$ cat src/rtl/calc_display_scan_if.sv
// Digit-stream input and seven-segment output bundle for calc_display_scan.
// master = calculator core / bench side, slave = display scanner.
interface calc_display_scan_if;
  logic [3:0] data;
  logic [3:0] pos;
  logic [1:0] status;
  logic [7:0] an;
  logic [6:0] seg;
  logic       dp;
  logic       frame_done;

  modport master (
    output data, pos, status,
    input  an, seg, dp, frame_done
  );

  modport slave (
    input  data, pos, status,
    output an, seg, dp, frame_done
  );
endinterface

$ cat src/rtl/calc_display_scan.sv
// Double-buffered 8-digit frame assembler and common-anode seven-segment scanner.
// Define ERR_BLINK_EN to make the sticky error screen blink (BLINK_DIV frames per half-period).
module calc_display_scan #(
  parameter int CLK_DIV = 50000
`ifdef ERR_BLINK_EN
  ,
  parameter int BLINK_DIV = 64
`endif
) (
  input  logic clock,
  input  logic reset,
  calc_display_scan_if.slave bus
);
  localparam int PW = (CLK_DIV > 2) ? $clog2(CLK_DIV) : 1;

  logic [3:0]    r_shadow [8];
  logic [3:0]    r_active [8];
  logic [PW-1:0] r_presc;
  logic [2:0]    r_scan_idx;
  logic          r_err;
  logic          r_end_prev;
  logic [7:0]    r_an;
  logic [6:0]    r_seg;
  logic          r_frame_done;

  logic          w_tick;
  logic          w_end;
  logic          w_commit;
  logic          w_dark;
  logic [7:0]    w_lz;
  logic [3:0]    w_digit;
  logic [6:0]    w_seg;

  assign w_tick   = (r_presc == PW'(CLK_DIV - 1));
  assign w_end    = bus.pos[3];
  assign w_commit = w_end && !r_end_prev;

  // w_lz[i]: digit i and everything above it are zero, so digit i is a leading zero
  assign w_lz[7] = (r_active[7] == 4'd0);
  generate
    for (genvar gi = 0; gi < 7; gi++) begin : g_lz
      if (gi == 0) begin : g_units
        assign w_lz[gi] = 1'b0;
      end else begin : g_upper
        assign w_lz[gi] = (r_active[gi] == 4'd0) && w_lz[gi+1];
      end
    end
  endgenerate

`ifdef ERR_BLINK_EN
  localparam int BW = $clog2(BLINK_DIV) + 1;
  logic [BW-1:0] r_blink_cnt;
  logic          r_blink_phase;

  always_ff @(posedge clock or negedge reset) begin
    if (!reset) begin
      r_blink_cnt   <= '0;
      r_blink_phase <= 1'b1;
    end else if (w_tick && r_scan_idx == 3'd7) begin
      if (r_blink_cnt == BW'(BLINK_DIV - 1)) begin
        r_blink_cnt   <= '0;
        r_blink_phase <= ~r_blink_phase;
      end else begin
        r_blink_cnt <= r_blink_cnt + 1'b1;
      end
    end
  end

  assign w_dark = r_err && !r_blink_phase;
`else
  assign w_dark = 1'b0;
`endif

  always_comb begin
    w_digit = r_active[r_scan_idx];
    case (w_digit)
      4'h0:    w_seg = 7'h40;
      4'h1:    w_seg = 7'h79;
      4'h2:    w_seg = 7'h24;
      4'h3:    w_seg = 7'h30;
      4'h4:    w_seg = 7'h19;
      4'h5:    w_seg = 7'h12;
      4'h6:    w_seg = 7'h02;
      4'h7:    w_seg = 7'h78;
      4'h8:    w_seg = 7'h00;
      4'h9:    w_seg = 7'h10;
      4'hF:    w_seg = 7'h3F;
      default: w_seg = 7'h7F;
    endcase
    if (r_err) begin
      case (r_scan_idx)
        3'd3:        w_seg = 7'h06;
        3'd2, 3'd1:  w_seg = 7'h2F;
        3'd0:        w_seg = 7'h23;
        default:     w_seg = 7'h7F;
      endcase
    end else if (w_lz[r_scan_idx]) begin
      w_seg = 7'h7F;
    end
    if (w_dark) begin
      w_seg = 7'h7F;
    end
  end

  always_ff @(posedge clock or negedge reset) begin
    if (!reset) begin
      for (int i = 0; i < 8; i++) begin
        r_shadow[i] <= 4'd0;
        r_active[i] <= 4'd0;
      end
      r_presc      <= '0;
      r_scan_idx   <= 3'd0;
      r_err        <= 1'b0;
      r_end_prev   <= 1'b0;
      r_an         <= 8'hFF;
      r_seg        <= 7'h7F;
      r_frame_done <= 1'b0;
    end else begin
      r_presc <= w_tick ? '0 : r_presc + 1'b1;
      if (w_tick) begin
        r_scan_idx <= r_scan_idx + 3'd1;
      end
      if (bus.status == 2'b01 && !w_end) begin
        r_shadow[bus.pos[2:0]] <= bus.data;
      end
      // Capture needs pos <= 7 and commit needs pos > 7, so they never collide
      if (w_commit) begin
        for (int i = 0; i < 8; i++) begin
          r_active[i] <= r_shadow[i];
        end
      end
      if (bus.status == 2'b00) begin
        r_err <= 1'b1;
      end
      r_end_prev   <= w_end;
      r_frame_done <= w_commit;
      r_an         <= ~(8'd1 << r_scan_idx);
      r_seg        <= w_seg;
    end
  end

  assign bus.an         = r_an;
  assign bus.seg        = r_seg;
  assign bus.dp         = 1'b1;
  assign bus.frame_done = r_frame_done;
endmodule
$ cat src/flat_wrapper.sv
// flat-port wrapper written by rule: the top's interface ports become plain ports
module calc_display_scan_flat 
#(
  parameter int CLK_DIV = 50000

)
  (clock, reset, bus_data, bus_pos, bus_status, bus_an, bus_seg, bus_dp, bus_frame_done);
  calc_display_scan_if bus_i ();
  input  logic clock;
  input  logic reset;
  input wire logic [$bits(bus_i.data)-1:0] bus_data;
  input wire logic [$bits(bus_i.pos)-1:0] bus_pos;
  input wire logic [$bits(bus_i.status)-1:0] bus_status;
  output wire logic [$bits(bus_i.an)-1:0] bus_an;
  output wire logic [$bits(bus_i.seg)-1:0] bus_seg;
  output wire logic [$bits(bus_i.dp)-1:0] bus_dp;
  output wire logic [$bits(bus_i.frame_done)-1:0] bus_frame_done;
  assign bus_i.data = bus_data;
  assign bus_i.pos = bus_pos;
  assign bus_i.status = bus_status;
  assign bus_an = bus_i.an;
  assign bus_seg = bus_i.seg;
  assign bus_dp = bus_i.dp;
  assign bus_frame_done = bus_i.frame_done;
  calc_display_scan #(.CLK_DIV(CLK_DIV)) u_core (.clock(clock), .reset(reset), .bus(bus_i));
endmodule
$ cat config.mk
export PLATFORM = sky130hd
export DESIGN_NAME = calc_display_scan_flat
export DESIGN_NICKNAME = d
export VERILOG_FILES = /design/src/rtl/calc_display_scan_if.sv /design/src/rtl/calc_display_scan.sv /design/src/flat_wrapper.sv
export SDC_FILE = /design/constraint.sdc
export NUM_CORES = 1
export LEC_CHECK = 0
export CAP_MARGIN = 20
export CORE_MARGIN = 5
export CORE_UTILIZATION = 58
export DETAILED_ROUTE_END_ITERATION = 12
export PLACE_DENSITY = 0.78
export SLEW_MARGIN = 20
export SYNTH_ARGS = -nofsm -noshare
export SYNTH_HDL_FRONTEND = slang
export SYNTH_SLANG_ARGS = --single-unit
$ cat constraint.sdc
create_clock -name clock -period 2.65 [get_ports clock]
set_input_delay 0.53 -clock clock [delete_from_list [all_inputs] [get_ports clock]]
set_output_delay 0.53 -clock clock [all_outputs]
set_load 0.02 [all_outputs]
; ---- Word-level counts from Yosys, hierarchy flattened
; Memory sizes are Yosys's and may differ from the RTL's.
; Index checks and enable logic that the tools add are counted.
[classes]
addsub = 2
n_lt_le_gt_ge = 4
n_eq_ne = 5
n_shift = 1
n_mux = 12
n_bitwise = 3
reduce_logical = 21
[ops]
columns = operator, count
row1 = 32-bit bitwise mux, 1
row2 = 4-bit zero test, 7
row3 = 7-bit one-hot mux with 3 select lines, 1
row4 = 16-bit by 1-bit adder with 16-bit output (second input constant), 1
row5 = 16-bit == test (second input constant), 1
row6 = 16-bit 2-to-1 mux, 1
row7 = 7-bit 2-to-1 mux, 2
row8 = 4-bit binary-select mux with 3-bit select, 1
row9 = 4-bit demux with 3-bit select, 1
row10 = 4-bit 2-to-1 mux, 3
row11 = 1-bit logical AND, 9
row12 = 4-bit >= comparator (second input constant), 2
row13 = 3-bit inverter with 4-bit output, 2
row14 = 8-bit inverter, 1
row15 = 1-bit by 3-bit left shift with 8-bit output (first input constant), 1
row16 = 3-bit by 2-bit == test with 1-bit output (second input constant), 2
row17 = 3-bit by 4-bit less-than comparator with 1-bit output (second input constant), 1
row18 = 4-bit by 1-bit less-than comparator with 1-bit output (second input constant), 1
row19 = 3-bit by 1-bit adder with 3-bit output (second input constant), 1
row20 = 1-bit binary-select mux with 3-bit select, 1
row21 = 3-bit by 1-bit == test with 1-bit output (second input constant), 1
row22 = 3-bit zero test, 1
row23 = 2-bit by 1-bit == test with 1-bit output (second input constant), 1
row24 = 1-bit zero test, 2
row25 = other kinds (3), 3
[word_totals]
regBits = 101
rom_bits = 112
inputBits = 12
out_inout_bits = 17
word_cells = 72
mem_count = 1
[mem_list]
columns = memory, words, width, rd, rd_clocked_by_memory_dff, wr, line
row1 = (name not given), 16, 7, 1, 0, 0, calc_display_scan.sv:76  ; case (w_digit)

; ---- Depth between registers and ports, before layout
[depth]
depth_word = 11
ltp_mapped = 11
ltp_nobuf = 9

; ---- Least setup slack after synthesis
; OpenSTA, ideal clock, no wires.
[synth_timing]
path_kind = reg2reg
start = reg u_core.r_scan_idx[0]
end = reg u_core.r_seg[3] (netlist: u_core.bus.seg[3])
setup_time_ps = 77
t_arrival_ps = 1982
t_required_ps = 2573
setup_slack_ps = 590
path_stages_with_launch = 10
period_less_slack_ps = 2060
path_cell_list = dfrtp_1 -> buf_6 -> clkbuf_8 -> mux2_2 -> o21ai_0 -> mux2_2 -> ha_1 -> nor3_1 -> o21ai_0 -> a31oi_1
[synth_via]
elab_chain_cells = 7
elab_cells_between_ends = 15
classes_between = 3 x eq/ne / 8 x mux / 1 x bitwise / 2 x reduce/logical / 1 x memory
[synth_lines]
columns = item, line
row1 = start: declaration, calc_display_scan.sv:19  ; logic [2:0] r_scan_idx;
row2 = start signal: assignment, calc_display_scan.sv:121  ; r_scan_idx <= r_scan_idx + 3'd1;
row3 = 3-bit inverter with 4-bit output (not written as such), calc_display_scan.sv:75  ; w_digit = r_active[r_scan_idx];
row4 = 4-bit binary-select mux with 3-bit select, calc_display_scan.sv:75
row5 = 4-bit 2-to-1 mux (not written as such) (2 in series), calc_display_scan.sv:75
row6 = memory read 16 x 7 bit, --
row7 = 7-bit 2-to-1 mux, calc_display_scan.sv:97  ; end else if (w_lz[r_scan_idx]) begin
row8 = 7-bit 2-to-1 mux *, calc_display_scan.sv:90  ; if (r_err) begin
row9 = named net u_core.w_seg[3], calc_display_scan.sv:32  ; logic [6:0] w_seg;
row10 = end signal: assignment, calc_display_scan.sv:138  ; r_seg <= w_seg;
row11 = end: declaration, calc_display_scan.sv:23  ; logic [6:0] r_seg;
; Mark *: on every way through the listed nets, which the timed path passes. The rest lies on a longest branch. The select of a mux whose other input is x is not followed.
; A chain may end at the register's enable or synchronous reset.

; ---- Final worst setup path
; Ends and elaborated chain as after synthesis.

==> results_dict.tcl <==
set metrics [dict create \
    status "finished, final reports clean" \
    die_w_um 99.1 \
    cts_tree "built" \
    antenna_cells 0 \
    std_cell_rows 32 \
    seqPwrFrac_pct 54.8 \
    drtAntennaViolNets 0 \
    synth_top_area_share_pct 46.7 \
    netSwitchingFraction_pct 30.0 \
    grt_overflow 0 \
    ctsHoldBuffers 0 \
    grt_max_degree 62 \
    gp_congestion 0.840 \
    ioPinCount 29 \
    crit_fanout 10 \
    drv_cap 0 \
    p_switching_mw 1.06 \
    fin_crit_sh_pct 85.9 \
    core_area_um2 7730 \
    dieArea_um2 9820 \
    drive_gt1_share_pct 31.0 \
    htree_levels 3 \
    hold_violations 0 \
    post_cts_buffers 0 \
    worst_setup_path_start_kind "register" \
    synth.distinct_cells 48 \
    ir_drop_v 0.000499 \
    grt_first_pass_wirelength_mm 14.3 \
    rr_worst_depth 8 \
    worst_ep_required_time_ns 2.94 \
    synth_area_leaders "dfrtp_1 47%, mux2_2 16%, dfstp_2 8.6%" \
    chipHeight_um 99.1 \
    slew_headroom_pct 55.2 \
    p_leak_nw 2.32 \
    numCtsBuffers 9 \
    fin_skew_ns 0.0183 \
    fin_setup_tns_ns 0 \
    pwr-share-comb_pct 16.7 \
    worst_skew_pair.late_latency_ns 0.38 \
    area.growth.synth_to_final_pct 12.6 \
    final_net_count 407 \
    first_global_vias 2854 \
    max_freq_ghz 0.439 \
    layout_commonest_cell "dfrtp_1" \
    yosysWarnings 0 \
    drc 0 \
    drt_pass1_iterations 4 \
    internal-power_mw 2.47 \
    worst_pin_slew_ns 0.663 \
    min_period_ns 2.28 \
    synth.cell_area_um2 4610 \
    slowest_stage "dfrtp_1" \
    ys_seq_area_share_pct 55.3 \
    cts_resized 0 \
    synth.avg_cell_area_um2 13.1 \
    fillCellCount 567 \
    clock_power_share_pct 28.6 \
    cp.arrival_ns 2.57 \
    hold_ws_ns 0.111 \
    layout_common_cells "86 x dfrtp_1, 67 x mux2_2, 26 x clkdlybuf4s50_1" \
    numPortBuffers 27 \
    netlist.top_cell.by_area "dfrtp_1" \
    clk_pin_slew_ns 0.11 \
    multi_input_area_um2 1940 \
    start_util_pct 59.6 \
    rsz0062_at_grt "no" \
    setup.worst_path.end_class "register" \
    slew_violations 0 \
    antenna_found_initial 0 \
    r2r_slack_ns 0.37 \
    synth_nets 377 \
    root_buffer "clkbuf_8" \
    slowest_delay_ns 0.41 \
    hold_path.class "in -> async" \
    dp_hpwl_mm 5.97 \
    setup_violations 0 \
    criticalPathCategory "reg -> reg" \
    wl_mm 8.26 \
    dr_total_vias 2756 \
    grtUsageTotal_pct 18.3 \
    ys_ff_latch 101 \
    routedWlPerCell_um 16.9 \
    ff_latch_area_um2 2550 \
    clockBufferDepth 2 \
    cts.sinks 101 \
    drt_iter0_markers 133 \
    power_density_nw_per_um2 682 \
    synth-async-reset-ratio_pct 100 \
    r2r_end "u_core.bus.seg[3]$_DFF_PN1_" \
    synth_cells 352 \
    synth_ff_type "dfrtp_1" \
    p_total_mw 3.53 \
    viasPerCell 5.64 \
    crit_chain "buf_4, mux2_2, o21ai_0, mux2_2, ha_1, nor3_1, o21ai_0, a31oi_1" \
    synth_edf_count 0 \
    r2r_start "u_core.r_scan_idx[0]$_DFFE_PN0N_" \
]
## registers in the layout, summed over array words and instances (netlist names)
signal,cells
u_core.r_err,1
u_core.bus.an,8
u_core.r_scan_idx,3
u_core.bus.seg,7
u_core.r_end_prev,1
u_core.bus.frame_done,1
u_core.r_active,32
u_core.r_presc,16
u_core.r_shadow,32
## worst max path at each step
stage / from / end / slack [ns]
3_5_place_dp: bus_pos[3] / u_core.r_shadow[4]$_DFFE_PN0P_ / 0.24
4_1_cts: u_core.r_scan_idx[0]$_DFFE_PN0N_ / u_core.bus.seg[3]$_DFF_PN1_ / 0.40
5_1_grt: u_core.r_scan_idx[0]$_DFFE_PN0N_ / u_core.bus.seg[3]$_DFF_PN1_ / 0.13
3_3_place_gp: bus_pos[3] / u_core.r_shadow[6]$_DFFE_PN0P_ / 0.26
6_report: u_core.r_scan_idx[0]$_DFFE_PN0N_ / u_core.bus.seg[3]$_DFF_PN1_ / 0.37
2_1_floorplan: u_core.r_scan_idx[0]$_DFFE_PN0N_ / u_core.bus.seg[3]$_DFF_PN1_ / 0.59
## power by group through the flow
stage	combinational (mW)	clock [mW]	sequential [mW]
after global routing	0.653	1.09	1.96
after floorplan	0.446	0	1.88
after CTS	0.592	1.04	1.93
after global placement	0.563	0	1.95
after detailed placement	0.589	0	1.96
final	0.589	1.01	1.93
## cell type report
| type | count | share of cell area, % |
|---|---|---|
| tap | 102 | 2.46 |
| inverter | 7 | 0.507 |
| timing repair buffer | 32 | 6.37 |
| clock inverter | 7 | 1.67 |
| multi-input combinational | 231 | 37.5 |
| clock buffer | 9 | 2.39 |
| sequential | 101 | 49.1 |
## per-stage QoR
stage	cell area [um^2]	utilization (%)	setup WS, ns	std cells
after CTS	5180	67.1	0.403	489
after global placement	4970	64.4	0.259	473
after detailed placement	4970	64.4	0.243	473
after floorplan	4610	-	0.590	352
after global routing	5180	67.1	0.128	489
final	5180	67.1	0.372	489
## Yosys cell counts, types with 5 or more instances
| master | number |
|---|---|
| nor4_1 | 7 |
| o21ai_0 | 6 |
| xor2_1 | 9 |
| nor2_1 | 17 |
| nand3_1 | 17 |
| ha_1 | 13 |
| and3_1 | 9 |
| dfrtp_1 | 86 |
| nor2b_1 | 6 |
| nand2_1 | 19 |
| xnor2_1 | 6 |
| dfstp_2 | 15 |
| a31oi_1 | 5 |
| mux2_2 | 67 |
| inv_1 | 6 |
| mux2i_1 | 9 |
## per-layer routing
metal	vias up	GRT usage, %	wire [um]
met5	-	0	0
met3	9	4.07	321
li1	1323	-	-
met1	1377	24.3	3860
met4	0	5.57	112
met2	47	30.4	3970
## kinds of logic (layout without fill, tap and decap cells)
group / Yosys count / count (layout) / share of synthesized area (%)
XOR/XNOR: 15 / 15 / 2.85
multiplexers: 82 / 82 / 20.9
AO/OA/AOI/OAI: 31 / 31 / 4.84
other: 1 / 1 / 0.0814
flip-flops: 101 / 101 / 55.3
adder cells (fa/ha/maj): 13 / 13 / 3.53
AND/OR/NAND/NOR: 89 / 89 / 9.92
buffers and inverters: 20 / 55 / 2.58
## worst max-delay path: cells and delay by family, from the launching register on
family	cells	cell delay, ns
compound gates	3	0.48
fa+ha+maj	1	0.25
buf+inv	1	0.21
flops	1	0.41
mux	2	0.58
simple gates	1	0.25
Power figures use the tool's default switching activity.
